File: config.mk
export PLATFORM = sky130hd
export DESIGN_NAME = cook_timer
export DESIGN_NICKNAME = d
export VERILOG_FILES = /design/src/rtl/cook_timer_pkg.sv /design/src/rtl/cook_timer_sec_prescaler.sv /design/src/rtl/cook_timer.sv
export SDC_FILE = /design/constraint.sdc
export NUM_CORES = 1
export LEC_CHECK = 0
export CAP_MARGIN = 25
export CORE_MARGIN = 3
export CORE_UTILIZATION = 55
export CTS_CLUSTER_DIAMETER = 60
export CTS_CLUSTER_SIZE = 28
export DETAILED_ROUTE_END_ITERATION = 7
export PLACE_DENSITY = 0.79
export SLEW_MARGIN = 20
export SYNTH_ARGS = -nofsm -noshare
export SYNTH_HDL_FRONTEND = slang
export SYNTH_SLANG_ARGS = --single-unit
File: constraint.sdc
create_clock -name clk -period 3.3 [get_ports clk]
set_input_delay 0.66 -clock clk [delete_from_list [all_inputs] [get_ports clk]]
set_output_delay 0.66 -clock clk [all_outputs]
set_load 0.005 [all_outputs]
File: src/rtl/cook_timer_pkg.sv
// cook_timer_pkg
// Shared definitions for the cook timer: FSM state encoding, BCD digit
// limits used by the countdown, and the default prescaler length.
package cook_timer_pkg;

    typedef enum logic [1:0] {
        ST_IDLE = 2'd0,
        ST_SET  = 2'd1,
        ST_RUN  = 2'd2,
        ST_DONE = 2'd3
    } state_t;

    localparam logic [3:0] BCD_MAX         = 4'd9;
    localparam logic [3:0] SEC_TENS_RELOAD = 4'd5;

    localparam int TICKS_PER_SEC_DEFAULT = 1000;

endpackage

File: src/rtl/cook_timer_sec_prescaler.sv
// sec_prescaler
// Divides clk down to a one-cycle tick once per second of enabled time.
// The count holds while en is low, so a paused cook keeps its partial second.
// Ports:
//   clk   in   system clock
//   rst   in   asynchronous active-high reset
//   en    in   count enable (RUN with magnetron on)
//   clr   in   synchronous clear of the partial second
//   tick  out  high for the cycle in which the count wraps
module sec_prescaler
    import cook_timer_pkg::*;
#(
    parameter int TICKS_PER_SEC = TICKS_PER_SEC_DEFAULT
) (
    input  logic clk,
    input  logic rst,
    input  logic en,
    input  logic clr,
    output logic tick
);

    localparam int CW = (TICKS_PER_SEC > 1) ? $clog2(TICKS_PER_SEC) : 1;
    localparam logic [CW-1:0] LAST = CW'(TICKS_PER_SEC - 1);

    logic [CW-1:0] cnt_q;

    always_ff @(posedge clk or posedge rst) begin
        if (rst) begin
            cnt_q <= '0;
        end else if (clr) begin
            cnt_q <= '0;
        end else if (en) begin
            if (cnt_q == LAST) begin
                cnt_q <= '0;
            end else begin
                cnt_q <= cnt_q + CW'(1);
            end
        end
    end

    // Combinational so the decrement lands on the same edge as the wrap.
    assign tick = en && (cnt_q == LAST);

endmodule

File: src/rtl/cook_timer.sv
// cook_timer
// Keypad-loaded mm:ss countdown for the magnetron control path. Counts down
// once per second while the magnetron is on and raises timer_done at 00:00.
//
//   state | meaning
//   IDLE  | time is 0000, nothing to count
//   SET   | time nonzero, not counting (loaded or paused)
//   RUN   | counting down
//   DONE  | cook completed, timer_done high
//
// Ports:
//   clk, rst             clock, asynchronous active-high reset
//   clearn               active-low synchronous clear (highest priority)
//   digit_valid, digit   keypad strobe and BCD key value
//   mag_on               magnetron state from the magnetron controller
//   timer_done, running  registered status (DONE / RUN)
//   min_tens..sec_ones   registered BCD display digits
module cook_timer
    import cook_timer_pkg::*;
#(
    parameter int TICKS_PER_SEC = TICKS_PER_SEC_DEFAULT
) (
    input  logic       clk,
    input  logic       rst,
    input  logic       clearn,
    input  logic       digit_valid,
    input  logic [3:0] digit,
    input  logic       mag_on,
    output logic       timer_done,
    output logic       running,
    output logic [3:0] min_tens,
    output logic [3:0] min_ones,
    output logic [3:0] sec_tens,
    output logic [3:0] sec_ones
);

    state_t      state_q;
    logic [15:0] time_q;
    logic        tick;
    logic        digit_accept;
    logic [15:0] time_shifted;
    logic [15:0] time_dec;

    // Seconds may hold 60-99 as entered; they simply count down from there.
    // Only a borrow out of seconds reloads sec_tens to 5.
    function automatic logic [15:0] bcd_dec(input logic [15:0] t);
        logic [3:0] mt, mo, st, so;
        mt = t[15:12];
        mo = t[11:8];
        st = t[7:4];
        so = t[3:0];
        if (t != 16'h0000) begin
            if (so != 4'd0) begin
                so = so - 4'd1;
            end else begin
                so = BCD_MAX;
                if (st != 4'd0) begin
                    st = st - 4'd1;
                end else begin
                    st = SEC_TENS_RELOAD;
                    if (mo != 4'd0) begin
                        mo = mo - 4'd1;
                    end else begin
                        mo = BCD_MAX;
                        mt = mt - 4'd1;
                    end
                end
            end
        end
        return {mt, mo, st, so};
    endfunction

    assign digit_accept = digit_valid && !mag_on && (digit <= BCD_MAX);
    assign time_shifted = {time_q[11:0], digit};
    assign time_dec     = bcd_dec(time_q);

    sec_prescaler #(
        .TICKS_PER_SEC(TICKS_PER_SEC)
    ) u_prescaler (
        .clk (clk),
        .rst (rst),
        .en  ((state_q == ST_RUN) && mag_on),
        .clr (!clearn || digit_accept),
        .tick(tick)
    );

    always_ff @(posedge clk or posedge rst) begin
        if (rst) begin
            state_q    <= ST_IDLE;
            time_q     <= 16'h0000;
            timer_done <= 1'b0;
            running    <= 1'b0;
        end else if (!clearn) begin
            state_q    <= ST_IDLE;
            time_q     <= 16'h0000;
            timer_done <= 1'b0;
            running    <= 1'b0;
        end else if (digit_accept) begin
            time_q     <= time_shifted;
            state_q    <= (time_shifted != 16'h0000) ? ST_SET : ST_IDLE;
            timer_done <= 1'b0;
            running    <= 1'b0;
        end else begin
            case (state_q)
                ST_IDLE: begin
                    // Magnetron on with nothing loaded: finish at once so it drops.
                    if (mag_on) begin
                        state_q    <= ST_DONE;
                        timer_done <= 1'b1;
                    end
                end
                ST_SET: begin
                    if (mag_on) begin
                        state_q <= ST_RUN;
                        running <= 1'b1;
                    end
                end
                ST_RUN: begin
                    if (!mag_on) begin
                        state_q <= ST_SET;
                        running <= 1'b0;
                    end else if (tick) begin
                        time_q <= time_dec;
                        if (time_dec == 16'h0000) begin
                            state_q    <= ST_DONE;
                            running    <= 1'b0;
                            timer_done <= 1'b1;
                        end
                    end
                end
                default: begin
                    state_q <= ST_DONE;
                end
            endcase
        end
    end

    assign min_tens = time_q[15:12];
    assign min_ones = time_q[11:8];
    assign sec_tens = time_q[7:4];
    assign sec_ones = time_q[3:0];

endmodule

# Yosys cells after proc, flatten, opt, wreduce, memory -nomap -nowiden
# Index checks and enable logic that the tools add are counted.
# Widths: inputs -> output; s select.
dict set report op_classes {
  n_addsub 5
  magnitude_cmp 1
  eq_ne 15
  muxes 43
  reduce_logical 19
}
# cell count
set op_table {}
lappend op_table {{$mux 16} 5}
lappend op_table {{$mux 4} 13}
lappend op_table {{$reduce_bool 16->1} 2}
lappend op_table {{$mux 10} 3}
lappend op_table {{$logic_not 16->1} 1}
lappend op_table {{$ne 4x4->1 const B} 4}
lappend op_table {{$sub 4x1->4 const B} 4}
lappend op_table {{$mux 2} 7}
lappend op_table {{$mux 1} 12}
lappend op_table {{$reduce_bool 4->1} 3}
lappend op_table {{$add 10x1->10 const B} 1}
lappend op_table {{$eq 10x10->1 const B} 1}
lappend op_table {{$ne 3x1->1 const B} 3}
lappend op_table {{$ne 4x1->1 const B} 2}
lappend op_table {{$reduce_and 4->1} 2}
lappend op_table {{$pmux 2 s3} 1}
lappend op_table {{$ne 5x4->1 const B} 1}
lappend op_table {{$ne 5x5->1 const B} 1}
lappend op_table {{$reduce_and 5->1} 1}
lappend op_table {{$le 4x4->1 const B} 1}
lappend op_table {{$logic_and 1x1->1} 4}
lappend op_table {{$ne 4x3->1 const B} 1}
lappend op_table {{$pmux 1 s2} 2}
lappend op_table {{$reduce_and 3->1} 1}
lappend op_table {{other kinds (6)} 7}
dict set report word_totals {
  register_bits 30
  output_inout_bits 18
  word_cells 88
}

# Longest topological paths before layout
dict set report logic_depth {
  word_depth 12
  ltp_mapped 10
  depth_no_buf 9
}

# Modules after synthesis
# A second synthesis with hierarchy kept.
dict set report hier_totals {
  hier_cells 249
  hier_area_um2 2123.3
}
# mod instances cells_each area_each_um2 seq_area_each_um2
set by_module_without_submodules {}
lappend by_module_without_submodules {cook_timer 1 191 1561.5 500.5}
lappend by_module_without_submodules {sec_prescaler 1 58 561.8 250.2}

# Worst setup path before layout
# Ideal clock, no wire load.
dict set report synth_timing {
  path_type {register -> register}
  startpoint {reg time_q[0]}
  endpoint {reg running}
  setup_ns 0.126
  t_arrival_ns 2.672
  required_ns 3.174
  setup_slack_ns 0.502
  path_stages_with_launch 10
  path_buffers 1
  synth_period_minus_slack_ns 2.798
  path_cell_list {dfrtp_1 inv_1 ha_1 or4b_4 buf_6 nor4_4 a31oi_1 a2111oi_2 a21o_1 a31oi_1}
}
dict set report synth_between {
  elab_chain_cells 6
}
# element line_no
set synth_lines {}
lappend synth_lines {{start: declaration} cook_timer.sv:38} ;# logic [15:0] time_q;
lappend synth_lines {{start signal: assignment} cook_timer.sv:99} ;# time_q <= time_shifted;
lappend synth_lines {{start signal: assignment} cook_timer.sv:123} ;# time_q <= time_dec;
lappend synth_lines {{$sub 4x1->4 or $reduce_bool 4->1 (tied branches)} {cook_timer.sv:54, cook_timer.sv:53}}
lappend synth_lines {{$mux 4} cook_timer.sv:53} ;# if (so != 4'd0) begin
lappend synth_lines {{$mux 4} cook_timer.sv:52} ;# if (t != 16'h0000) begin
lappend synth_lines {{$logic_not 16->1 (*)} cook_timer.sv:124} ;# if (time_dec == 16'h0000) begin
lappend synth_lines {{$ne 5x4->1 (no source line) (*)} --}
lappend synth_lines {{$reduce_and 4->1 (no source line) (*)} --}
lappend synth_lines {{end signal: assignment} cook_timer.sv:115} ;# running <= 1'b1;
lappend synth_lines {{end signal: assignment} cook_timer.sv:121} ;# running <= 1'b0;
lappend synth_lines {{end signal: assignment} cook_timer.sv:126} ;# running <= 1'b0;
lappend synth_lines {{end: declaration} cook_timer.sv:30} ;# output logic running,
# Mark *: on every way between the ends. The rest lies on a longest branch, timed or not.
# A chain may end at the register's enable or synchronous reset.

# Worst setup path in the final report
# Same ends and word-level chain as after synthesis.

==> reports/qor.txt <==
Worst path cell trace -> inv_1, ha_1, or4b_4, nor2_4, a22oi_1, a211o_1, a2111oi_2, a21o_1, a31oi_1
First-pass GRT wire length -> 8.72 mm
Post-synth ARST share -> 100%
Final core occ -> 73.1%
CTS Buffer Depth -> 2
Psw -> 895 uW
Site row count -> 21
Sw frac -> 40.7%
Internal power -> 1310 uW
Grt ovf -> 0
Setup bufs post-CTS -> 0
Worst hold stages -> 2
Area grow syn2layout -> 22.2%
Clk pwr share -> 21.0%
Endpoint class of the critical path -> register
Main synth FF type -> dfrtp_1
Synth area leaders -> dfrtp_1 (36%), nor2_1 (5.9%), o21ai_0 (5.7%)
Antenna Cells -> 0
DIE AREA -> 0.00461 sq mm
Max cap viols -> 0
DRT antenna net count -> 0
Critical Path Start Type -> register
CP Max Fanout -> 8
Tot GR Track Use -> 25.0%
Core ar. -> 0.00352 sq mm
Seq/Total Area, Yosys -> 35.7%
Cell count after synthesis -> 260
#FFs+latches synth -> 30
Warnings, synthesis -> 0
Cells after DPL -> 328
Top cells by count, synth -> nor2_1 (33), dfrtp_1 (30), o21ai_0 (24)
Via count -> 2,075
Leakage power -> 0.00105 uW
WS Path Type -> register to register
Yosys cell types -> 51
Sequential Power Share -> 26.5%
Chip Height -> 67.9 microns
Clk sinks -> 30
DR vias/cell -> 6.18
Setup violations, final -> 0
Reg clk slew, reported paths -> 0.07 ns
Fmax -> 331 MHz
Hold buffer count at CTS -> 0
Unrepaired setup endpoints after global routing -> false
Largest net degree at the start of global routing -> 31
Port bufs -> 26
Resize count post-CTS -> 0
Pwr Total -> 2200 uW
Fin crit period -> 3.02 ns
DRT Pass-1 Iters -> 6
WL/cell -> 15.6 microns
Area leader, netlist -> dfrtp_1
Met2 wire length -> 2.34 mm
Cts bufs inserted -> 5
Post-synthesis area per instance -> 8.10 sq um
Status -> complete, no violations
Slew headroom -> 56.2%
Yosys top cell area share -> 35.7%
Dpl hpwl -> 3.74 mm
# fillers -> 301
Vias in the first global route -> 1,857
CTS tree -> yes
CP max stage cell -> a2111oi_2
Die W -> 67.9 microns
Worst-Margin Slew -> 0.657 ns
Initial antenna violation count -> 0
Period utilization -> 91.5%
Crit path DAT -> 3.17 ns
Met3 WL post-DR -> 377 microns
Post-place setup slack -> 0.341 ns
Setup TNS -> 0 ns
Final Hold Fails -> 0
Met1 wire length -> 2.48 mm
Initial core utilization -> 59.8%
H-tree depth -> 2
Type of the tightest min-delay check -> register to register
Number of synthesized flops with an enable pin -> 0
Clk_lat worst skew -> 0.28 ns
Setup slack after layout -> 0.280 ns
Synth Net Count -> 277
IO Count -> 27
Finished Layout Cells -> 336
CP required -> 3.45 ns
Layout cells sized above 1 -> 9.31%
GPL Wtd Cong -> 0.888
Drt total wl -> 5.25 mm
Register-to-Register Path Depth -> 9
Clock Skew -> 0.00469 ns
Top layer reached by signal wires -> met4
Power Density -> 855 mW/mm^2
Synthesized area -> 0.00211 sq mm
Initial DRC Count -> 128
Share of power burned in combinational logic -> 52.5%
Most common cell in the synthesized netlist -> nor2_1
Root buffer cell -> clkbuf_8
Final Slew Violations -> 0
Fin nets -> 306
Post-route DRC -> 0
Peak supply drop -> 542 uV
Max stage delay on crit path -> 0.60 ns
metal layers:
metal  track usage [%]  vias to the layer above
li1                  -                     1008
met1              36.0                      957
met4              6.45                        0
met3              4.43                       14
met2              38.8                       96
met5                 0                        -
worst paths after layout:
kind                                        start                                to  slack [ns]
setup / recovery            time_q[0]$_DFFE_PP0P_               running$_DFFE_PP0P_        0.28
max in group asynchronous                     rst  u_prescaler.cnt_q[3]$_DFFE_PP0P_        2.25
hold reg to reg            timer_done$_DFFE_PP0P_            timer_done$_DFFE_PP0P_        0.53
setup reg to reg            time_q[0]$_DFFE_PP0P_               running$_DFFE_PP0P_        0.28
min in group asynchronous                     rst  u_prescaler.cnt_q[6]$_DFFE_PP0P_        0.77
hold / removal             timer_done$_DFFE_PP0P_            timer_done$_DFFE_PP0P_        0.53
through the flow:
step	cell area [sq um]	hold WS (ns)
6_report	2570	0.531
5_1_grt	2570	0.587
4_1_cts	2570	0.537
3_5_place_dp	2430	0.527
3_3_place_gp	2430	0.521
2_1_floorplan	2110	0.504
registers in the layout, indices dropped and copies added (netlist names):
name               flops
time_q                16
running                1
u_prescaler.cnt_q     10
state_q                2
timer_done             1
worst max-delay path, delay by kind of cell (launching register included):
kind,cells,cell delay [ns]
flip-flops,1,0.46
AO/OA/AOI/OAI,5,1.31
AND/OR/NAND/NOR,2,0.75
adder cells (fa/ha/maj),1,0.22
buffers and inverters,1,0.14
final cells by class:
| cell class | count | area, sq um | area share, % |
|---|---|---|---|
| clock buffer | 6 | 82.6 | 3.21 |
| clock inverter | 2 | 60.1 | 2.33 |
| inverter | 12 | 45.0 | 1.75 |
| multi-input combinational | 204 | 1240 | 48.3 |
| sequential | 30 | 751 | 29.2 |
| tap | 46 | 57.6 | 2.24 |
| timing repair buffer | 36 | 335 | 13.0 |
layout by cell type, fill, tap and decap left out, drive strengths merged, types with 8 or more instances in the layout:
cell type and n:
nand2 21, nand3 8, nor3 13, buf 10
a21oi 23, clkdlybuf4s50 26, nor2 34, dfrtp 30
o21ai 26, ha 8, inv 12
kinds of logic (layout without fill, tap and decap cells):
kind of cell,count (synthesis),in the layout,synth area share (%)
xor+xnor,8,8,3.33
simple gates,108,108,26.7
compound gates,78,78,23.1
fa+ha+maj,8,8,4.75
mux,2,2,0.951
flops,30,30,35.7
buf+inv,26,56,5.53
power by group through the flow:
stage	logic, uW	clock network [uW]	registers, uW
floorplan	847	0	541
global placement	1130	0	584
detailed placement	1130	0	584
CTS	1140	469	579
global route	1280	490	600
finish	1160	462	583
Power figures use the tool's default switching activity.
